## src/rtl/rect_pkg.sv

```systemverilog
// Shared types for the rectangle corner-swap engine.
// Result codes, FSM states and the matrix bit-index helper.
package rect_pkg;

  typedef enum logic [1:0] {
    SWAPPED    = 2'd0,
    DEGENERATE = 2'd1,
    RANGE      = 2'd2,
    PATTERN    = 2'd3
  } resp_code_t;

  typedef enum logic [1:0] {
    IDLE  = 2'd0,
    CHECK = 2'd1,
    APPLY = 2'd2
  } state_t;

  // Row 0 / column 0 sits at the MSB of the flattened matrix.
  function automatic int idx(
    input int r,
    input int c,
    input int rows,
    input int cols
  );
    return rows * cols - 1 - (r * cols + c);
  endfunction

endpackage

```

## src/rtl/rect_corner_mask.sv

```systemverilog
// Combinational one-hot masks for the four rectangle corners.
// Out-of-range coordinates simply produce an empty mask.
module rect_corner_mask
  import rect_pkg::*;
#(
  parameter int ROWS = 4,
  parameter int COLS = 4,
  parameter int RW   = 2,
  parameter int CW   = 2
) (
  input  logic [RW-1:0]        r1,
  input  logic [RW-1:0]        r2,
  input  logic [CW-1:0]        c1,
  input  logic [CW-1:0]        c2,
  output logic [ROWS*COLS-1:0] m_a,
  output logic [ROWS*COLS-1:0] m_b,
  output logic [ROWS*COLS-1:0] m_e,
  output logic [ROWS*COLS-1:0] m_d,
  output logic [ROWS*COLS-1:0] m_all
);

  always_comb begin
    m_a = '0;
    m_b = '0;
    m_e = '0;
    m_d = '0;
    for (int r = 0; r < ROWS; r++) begin
      for (int c = 0; c < COLS; c++) begin
        if (r1 == RW'(r) && c1 == CW'(c))
          m_a[idx(r, c, ROWS, COLS)] = 1'b1;
        if (r1 == RW'(r) && c2 == CW'(c))
          m_b[idx(r, c, ROWS, COLS)] = 1'b1;
        if (r2 == RW'(r) && c1 == CW'(c))
          m_e[idx(r, c, ROWS, COLS)] = 1'b1;
        if (r2 == RW'(r) && c2 == CW'(c))
          m_d[idx(r, c, ROWS, COLS)] = 1'b1;
      end
    end
  end

  assign m_all = m_a | m_b | m_e | m_d;

endmodule

```

## src/rtl/rect_swap_engine.sv

```systemverilog
// Binary matrix holder that flips checkerboard rectangle corners,
// keeping every row and column sum intact.
module rect_swap_engine
  import rect_pkg::*;
#(
  parameter int ROWS  = 4,
  parameter int COLS  = 4,
  parameter int RW    = ($clog2(ROWS) < 1) ? 1 : $clog2(ROWS),
  parameter int CW    = ($clog2(COLS) < 1) ? 1 : $clog2(COLS),
  parameter int CNT_W = 16
) (
  input  logic                 clk,
  input  logic                 rst,
  input  logic                 load_valid,
  input  logic [ROWS*COLS-1:0] m_load,
  output logic                 load_ready,
  input  logic                 req_valid,
  output logic                 req_ready,
  input  logic [RW-1:0]        r1,
  input  logic [RW-1:0]        r2,
  input  logic [CW-1:0]        c1,
  input  logic [CW-1:0]        c2,
  output logic                 resp_valid,
  output logic [1:0]           resp_code,
  output logic [ROWS*COLS-1:0] m_out,
  output logic                 busy,
  output logic [CNT_W-1:0]     swap_cnt,
  output logic [CNT_W-1:0]     rej_cnt
);

  localparam int N = ROWS * COLS;

  state_t        state;
  resp_code_t    dec_q;
  resp_code_t    code_q;
  resp_code_t    chk;
  logic [N-1:0]  m;
  logic [N-1:0]  mask_q;
  logic [RW-1:0] q_r1;
  logic [RW-1:0] q_r2;
  logic [CW-1:0] q_c1;
  logic [CW-1:0] q_c2;
  logic [N-1:0]  k_a;
  logic [N-1:0]  k_b;
  logic [N-1:0]  k_e;
  logic [N-1:0]  k_d;
  logic [N-1:0]  k_all;
  logic          v_a;
  logic          v_b;
  logic          v_e;
  logic          v_d;
  logic          oor;
  logic          degen;

  rect_corner_mask #(
    .ROWS (ROWS),
    .COLS (COLS),
    .RW   (RW),
    .CW   (CW)
  ) u_mask (
    .r1    (q_r1),
    .r2    (q_r2),
    .c1    (q_c1),
    .c2    (q_c2),
    .m_a   (k_a),
    .m_b   (k_b),
    .m_e   (k_e),
    .m_d   (k_d),
    .m_all (k_all)
  );

  assign v_a = |(m & k_a);
  assign v_b = |(m & k_b);
  assign v_e = |(m & k_e);
  assign v_d = |(m & k_d);

  assign oor = (int'(q_r1) >= ROWS) ||
               (int'(q_r2) >= ROWS) ||
               (int'(q_c1) >= COLS) ||
               (int'(q_c2) >= COLS);

  assign degen = (q_r1 == q_r2) || (q_c1 == q_c2);

  // First match wins: range, then degenerate, then pattern.
  always_comb begin
    chk = SWAPPED;
    if (oor)
      chk = RANGE;
    else if (degen)
      chk = DEGENERATE;
    else if (v_a != v_d || v_b != v_e || v_a == v_b)
      chk = PATTERN;
  end

  always_ff @(posedge clk) begin
    if (rst) begin
      state      <= IDLE;
      m          <= '0;
      mask_q     <= '0;
      dec_q      <= SWAPPED;
      code_q     <= SWAPPED;
      resp_valid <= 1'b0;
      swap_cnt   <= '0;
      rej_cnt    <= '0;
      q_r1       <= '0;
      q_r2       <= '0;
      q_c1       <= '0;
      q_c2       <= '0;
    end else begin
      resp_valid <= 1'b0;
      unique case (state)
        IDLE: begin
          if (load_valid) begin
            m <= m_load;
          end else if (req_valid) begin
            q_r1  <= r1;
            q_r2  <= r2;
            q_c1  <= c1;
            q_c2  <= c2;
            state <= CHECK;
          end
        end
        CHECK: begin
          dec_q  <= chk;
          mask_q <= k_all;
          state  <= APPLY;
        end
        APPLY: begin
          if (dec_q == SWAPPED) begin
            m <= m ^ mask_q;
            if (swap_cnt != '1)
              swap_cnt <= swap_cnt + 1'b1;
          end else if (rej_cnt != '1) begin
            rej_cnt <= rej_cnt + 1'b1;
          end
          resp_valid <= 1'b1;
          code_q     <= dec_q;
          state      <= IDLE;
        end
        default: state <= IDLE;
      endcase
    end
  end

  assign m_out      = m;
  assign resp_code  = code_q;
  assign busy       = (state != IDLE);
  assign load_ready = (state == IDLE);
  assign req_ready  = (state == IDLE) && !load_valid;

endmodule

```

## config.mk

```make
export PLATFORM = sky130hd
export DESIGN_NAME = rect_swap_engine
export DESIGN_NICKNAME = d
export VERILOG_FILES = /design/src/rtl/rect_pkg.sv /design/src/rtl/rect_corner_mask.sv /design/src/rtl/rect_swap_engine.sv
export SDC_FILE = /design/constraint.sdc
export NUM_CORES = 1
export LEC_CHECK = 0
export BUFFER_PORTS_ARGS = -buffer_cell sky130_fd_sc_hd__clkbuf_2
export CAP_MARGIN = 10
export CORE_ASPECT_RATIO = 1.1
export CORE_MARGIN = 5
export CORE_UTILIZATION = 34
export CTS_CLUSTER_DIAMETER = 60
export DETAILED_ROUTE_END_ITERATION = 8
export PLACE_DENSITY = 0.63
export SYNTH_ARGS = -nofsm -noshare
export SYNTH_HDL_FRONTEND = slang
export SYNTH_SLANG_ARGS = --single-unit
```

## constraint.sdc

```tcl
create_clock -name clk -period 3.4 [get_ports clk]
set_clock_uncertainty 0.15 [all_clocks]
set_input_delay 0.68 -clock clk [delete_from_list [all_inputs] [get_ports clk]]
set_output_delay 0.68 -clock clk [all_outputs]
set_load 0.01 [all_outputs]
```

## Word level (Yosys, flattened, before mapping)

Cells that the tools add are included.

| word-level totals | value |
|---|---|
| output and inout port bits | 54 |
| register bits | 79 |
| input bits | 28 |

| operators by class | value |
|---|---|
| bitwise logic cells | 10 |
| add/subtract/negate cells | 2 |
| multiplexer cells | 73 |
| reduce and logical (&&, ||, !) cells | 86 |
| eq/ne operators | 25 |

Operator list:

| operator | count |
|---|---|
| logical AND 1 bit | 65 |
| 2-to-1 mux 1 bit | 65 |
| AND 16 bit | 4 |
| OR reduction 16 bit | 4 |
| OR 16 bit | 3 |
| adder 16 x 1 -> 16 bit (second input constant) | 2 |
| 2-to-1 mux 16 bit | 2 |
| != test 16 bit (second input constant) | 2 |
| case mux 16 bit (2 select lines) | 1 |
| == test 2 bit (second input constant) | 9 |
| XOR 16 bit | 1 |
| logical NOT 2 bit | 6 |
| AND reduction 3 bit | 4 |
| == test 2 x 1 -> 1 bit (second input constant) | 5 |
| 2-to-1 mux 2 bit | 4 |
| != test 2 bit (second input constant) | 3 |
| == test 2 bit | 2 |
| case mux 2 bit (2 select lines) | 1 |
| nonzero test 2 bit | 2 |
| logical OR 1 bit | 3 |
| != test 1 bit | 2 |
| != test 2 x 1 -> 1 bit (second input constant) | 1 |
| inverter 1 bit | 2 |
| AND reduction 2 bit | 1 |
| other kinds (2) | 2 |

## Logic depth before layout (Yosys ltp)

| logic depth | value |
|---|---|
| depth after elaboration | 10 |
| gate-level depth with buffers | 8 |
| mapped depth without buffers | 7 |

## Hierarchy

From an unflattened synthesis, not the netlist that was laid out.

| second synthesis, totals | value |
|---|---|
| cells, all modules | 582 |
| area total of the unflattened synthesis | 4352.9 µm² |

Modules (own cells, without submodules):

| module | sequential area each (µm²) | cells each | area each (µm²) | instances |
|---|---|---|---|---|
| rect_swap_engine | 1581.5 | 470 | 3792.4 | 1 |
| rect_corner_mask | 0.0 | 112 | 560.5 | 1 |

## Least setup slack after synthesis

No wires, ideal clock.

| timing path | value |
|---|---|
| kind | reg2reg |
| start point | reg rej_cnt[0] |
| end point | reg rej_cnt[4] |
| buffers on the path | 1 |
| setup slack | 1.291 ns |
| library setup time | 0.128 ns |
| period minus slack after synthesis | 2.109 ns |
| required time | 3.122 ns |
| stages on the path, launching flop included | 9 |
| arrival time | 1.831 ns |
| cells stage by stage | dfxtp_1 > ha_1 > nand2_1 > or3_1 > or3_1 > clkbuf_1 > or4b_1 > xor2_1 > nor2_1 |

| on the way | value |
|---|---|
| cells in the longest elaborated chain, start to end | 2 |
| elaborated cells on any way between the ends | 3 |

Ends and longest elaborated chain:

| item | RTL line | source |
|---|---|---|
| start, declared | rect_swap_engine.sv:28 | `output logic [CNT_W-1:0] rej_cnt` |
| start signal, assigned | rect_swap_engine.sv:134 | `rej_cnt <= rej_cnt + 1'b1;` |
| parallel branches: the longest is 2 deep, another holds adder 16 x 1 -> 16 bit | -- |  |

Parallel ways; which one is timed is not known.
A chain may end at the register's enable or synchronous reset.

## Worst setup path in the final report

| timing path | value |
|---|---|
| start point | reg q_c2[0] |
| end point | reg dec_q[0] |

| on the way | value |
|---|---|
| cells in the longest elaborated chain, start to end | 10 |
| elaborated cells on any way between the ends | 81 |

Ends and longest elaborated chain:

| item | RTL line | source |
|---|---|---|
| start, declared | rect_swap_engine.sv:42 | `logic [CW-1:0] q_c2;` |
| start signal, assigned | rect_swap_engine.sv:108 | `q_c2 <= '0;` |
| start signal, assigned | rect_swap_engine.sv:119 | `q_c2 <= c2;` |
| == test 2 bit, or another cell as far along | rect_corner_mask.sv:31, rect_corner_mask.sv:35 |  |
| logical AND 1 bit, on equally long branches | rect_corner_mask.sv:35, rect_corner_mask.sv:31 |  |
| 2-to-1 mux 1 bit, on equally long branches | rect_corner_mask.sv:35, rect_corner_mask.sv:31 |  |
| AND 16 bit, on equally long branches | rect_swap_engine.sv:75, rect_swap_engine.sv:73 |  |
| OR reduction 16 bit, on equally long branches | rect_swap_engine.sv:75, rect_swap_engine.sv:73 |  |
| != test 1 bit | rect_swap_engine.sv:91 | `else if (v_a != v_d \|\| v_b != v_e \|\| v_a == v_b)` |
| logical OR 1 bit (2 in series) | rect_swap_engine.sv:91 |  |
| 2-to-1 mux 2 bit | rect_swap_engine.sv:91 |  |
| 2-to-1 mux 2 bit * | rect_swap_engine.sv:89 | `else if (degen)` |
| end signal, assigned | rect_swap_engine.sv:124 | `dec_q <= chk;` |
| end, declared | rect_swap_engine.sv:34 | `resp_code_t dec_q;` |

Every way passes the cells marked *; elsewhere a longest branch is shown, timed or not.

==> impl_metrics.ini <==
[status]
outcome = complete, no violations

[drt]
drt_iter0_drc = 223
wl_per_cell_um = 14.9
dr.pass1.iters = 4
vias = 3655
postRouteAntennaNets = 0
drc_errors = 0
vias_per_cell = 5.18
drt_wl_total_um = 10500

[floorplan]
dieArea_mm2 = 0.0137
coreArea_mm2 = 0.0113
placementRows = 41
ios = 82
die_y_um = 122
die_w_um = 112
start_util = 0.344

[global_route]
grt_pass1_vias = 3476
track_usage = 0.155
grt_pass1_wl_um = 17200
grt_max_degree = 52
antenna_found_initial = 0
grt.overflow.total = 0

[setup_path]
worst_ep_required_time_ps = 3420
arrival_ps = 2480
crit_fanout = 10
crit_chain = mux4_2 -> a22oi_1 -> nand3_1 -> or2_0 -> o31ai_2 -> a211oi_1
crit_path_end_kind = flop
critical_path_class = flop to flop
slowest_delay_ps = 620
crit_path_start_kind = flop
crit_path_top_delay_cell = dfxtp_1

[sta]
layout_min_cycle_time_ps = 2460
tightest_slew_ps = 951
relSlewSlack = 0.366
layout_setup_ws_ps = 939
fin_crit_sh = 0.724
drv_slew = 0
fin_tns_setup_ps = 0
fmax_mhz = 406
grt_setup_unrepaired = false
setup_viol = 0
finalHoldViolCount = 0

[pwr]
power.leakage_nw = 1.81
p_per_area_mw_per_mm2 = 456
p_total_w = 0.00214
vdd_ir_drop_max_uv = 178

[logic_synthesis]
yosys.area.top_type_share = 0.406
synth.avg_cell_area_um2 = 8.03
synth_seq_area_share = 0.406
synth_area_leaders = dfxtp_1 (41%), a21oi_1 (7.8%), nor2_1 (7.5%)
synth_compound_area_frac = 0.154
syn_inst = 485
synth-xor-area-share = 0.0629
synth_area_mm2 = 0.00390
synth_top_flop_cell = dfxtp_1
synth_area_leader_cell = dfxtp_1
synth_top_family_by_area = simple AND/OR/NAND/NOR gates
ys_types = 48
synth_nets = 515
synth-edff-count = 0
synth_mux_area_frac = 0.0507
synth_warnings = 0
synth-simple-area-share = 0.281
ys_seq_elements = 79
synthAdderAreaFrac = 0.00642
synthArstFlopShare = 0

[final_layout]
final_util = 0.414
nets = 581
antenna_cells = 0
drive_above_1_share = 0.205
final_cells = 705
final_common_cell = clkbuf_2
syn_to_final_growth_pct = 20.4
final_cell_mix = clkbuf_2 (81), dfxtp_1 (79), nor2_1 (78), a21oi_1 (61), nand2_1 (54)

[place]
port_buffers = 81
dp_slack_ps = 974
routabilityCongestion = 0.918
hpwl_um = 7560
dpl.cell_count = 690

[clocking]
cts.sinks = 79
postCtsSetupRepairBufs = 0
holdBufCountCts = 0
cts_tree = built
cts_resized = 0
h-tree-depth = 3
cts_buffer_depth = 2
numCtsBuffers = 9
root_buffer = clkbuf_16
clock_latency_ps = 330
clkSlewWorstSetupHoldPaths_ps = 60

[run]
drv_cap = 0

[min_path]
hold_class = flop to flop
==> through the flow <==
step | cell area, um2 | hold slack (ps)
floorplan | 3900 | 287
global placement | 4390 | 294
detailed placement | 4390 | 309
CTS | 4690 | 317
global route | 4690 | 328
finish | 4690 | 312
==> registers in the layout (all words and copies together), names as in the netlist <==
signal and flops:
q_r2 2, resp_valid 1, dec_q 2, q_r1 2, rej_cnt 16, m_out 16, state 2, mask_q 16
q_c1 2, swap_cnt 16, resp_code 2, q_c2 2
==> cells in the mapped netlist (2+ instances only) <==
library cell / n
dfxtp_1: 79
nor2_1: 78
a21oi_1: 61
nand2_1: 54
nand3_1: 31
clkbuf_1: 25
xor2_1: 23
o21ai_0: 20
nor3b_1: 17
nand4_1: 10
a22oi_1: 8
mux4_2: 6
nor2b_1: 6
or3_1: 6
inv_1: 5
nor3_1: 5
xnor2_1: 5
and3_1: 4
o22ai_1: 4
nor4_1: 3
and4_1: 2
buf_2: 2
buf_6: 2
ha_1: 2
mux4_1: 2
nand2b_1: 2
or2_2: 2
==> metal layers <==
metal | global-route usage | up-vias | part of all wire
li1 | - | 1832 | -
met1 | 0.190 | 1730 | 0.44
met2 | 0.266 | 83 | 0.50
met3 | 0.0375 | 10 | 0.050
met4 | 0.0518 | 0 | 0.015
met5 | 0 | - | 0
==> area by class of cell <==
type                       instances  area, um2
fill                            1175       6650
multi-input combinational        371       2170
sequential                        79       1580
timing repair buffer              85        435
clock buffer                      11        253
tap                              150        188
clock inverter                     4       45.0
inverter                           5       18.8
==> path summary, 6_finish.rpt <==
| path | startpoint | end | slack (ps) | cells past startpoint |
|---|---|---|---|---|
| min | mask_q[13] | mask_q[13] | 310 | 2 |
| max | q_c2[0] | dec_q[0] | 940 | 6 |
| max reg2reg | q_c2[0] | dec_q[0] | 940 | 6 |
| min reg2reg | mask_q[13] | mask_q[13] | 310 | 2 |
==> cell families (layout without fill, tap and decap cells) <==
logic type,count (synthesis),count (layout)
compound gates,104,104
xor+xnor,28,28
fa+ha+maj,2,2
buf+inv,35,105
flops,79,79
mux,9,9
simple gates,228,228
==> worst max-delay path, delay by kind of cell (launching register included) <==
family | cells | cell delay (ps)
AO/OA/AOI/OAI | 3 | 580
flip-flops | 1 | 620
multiplexers | 1 | 580
AND/OR/NAND/NOR | 2 | 360
==> power breakdown <==
group	switching [W]	internal (W)
Sequential	0.0000366	0.000947
Clock	0.000366	0.000600
Combinational	0.000109	0.0000779
Power figures use the tool's default switching activity.
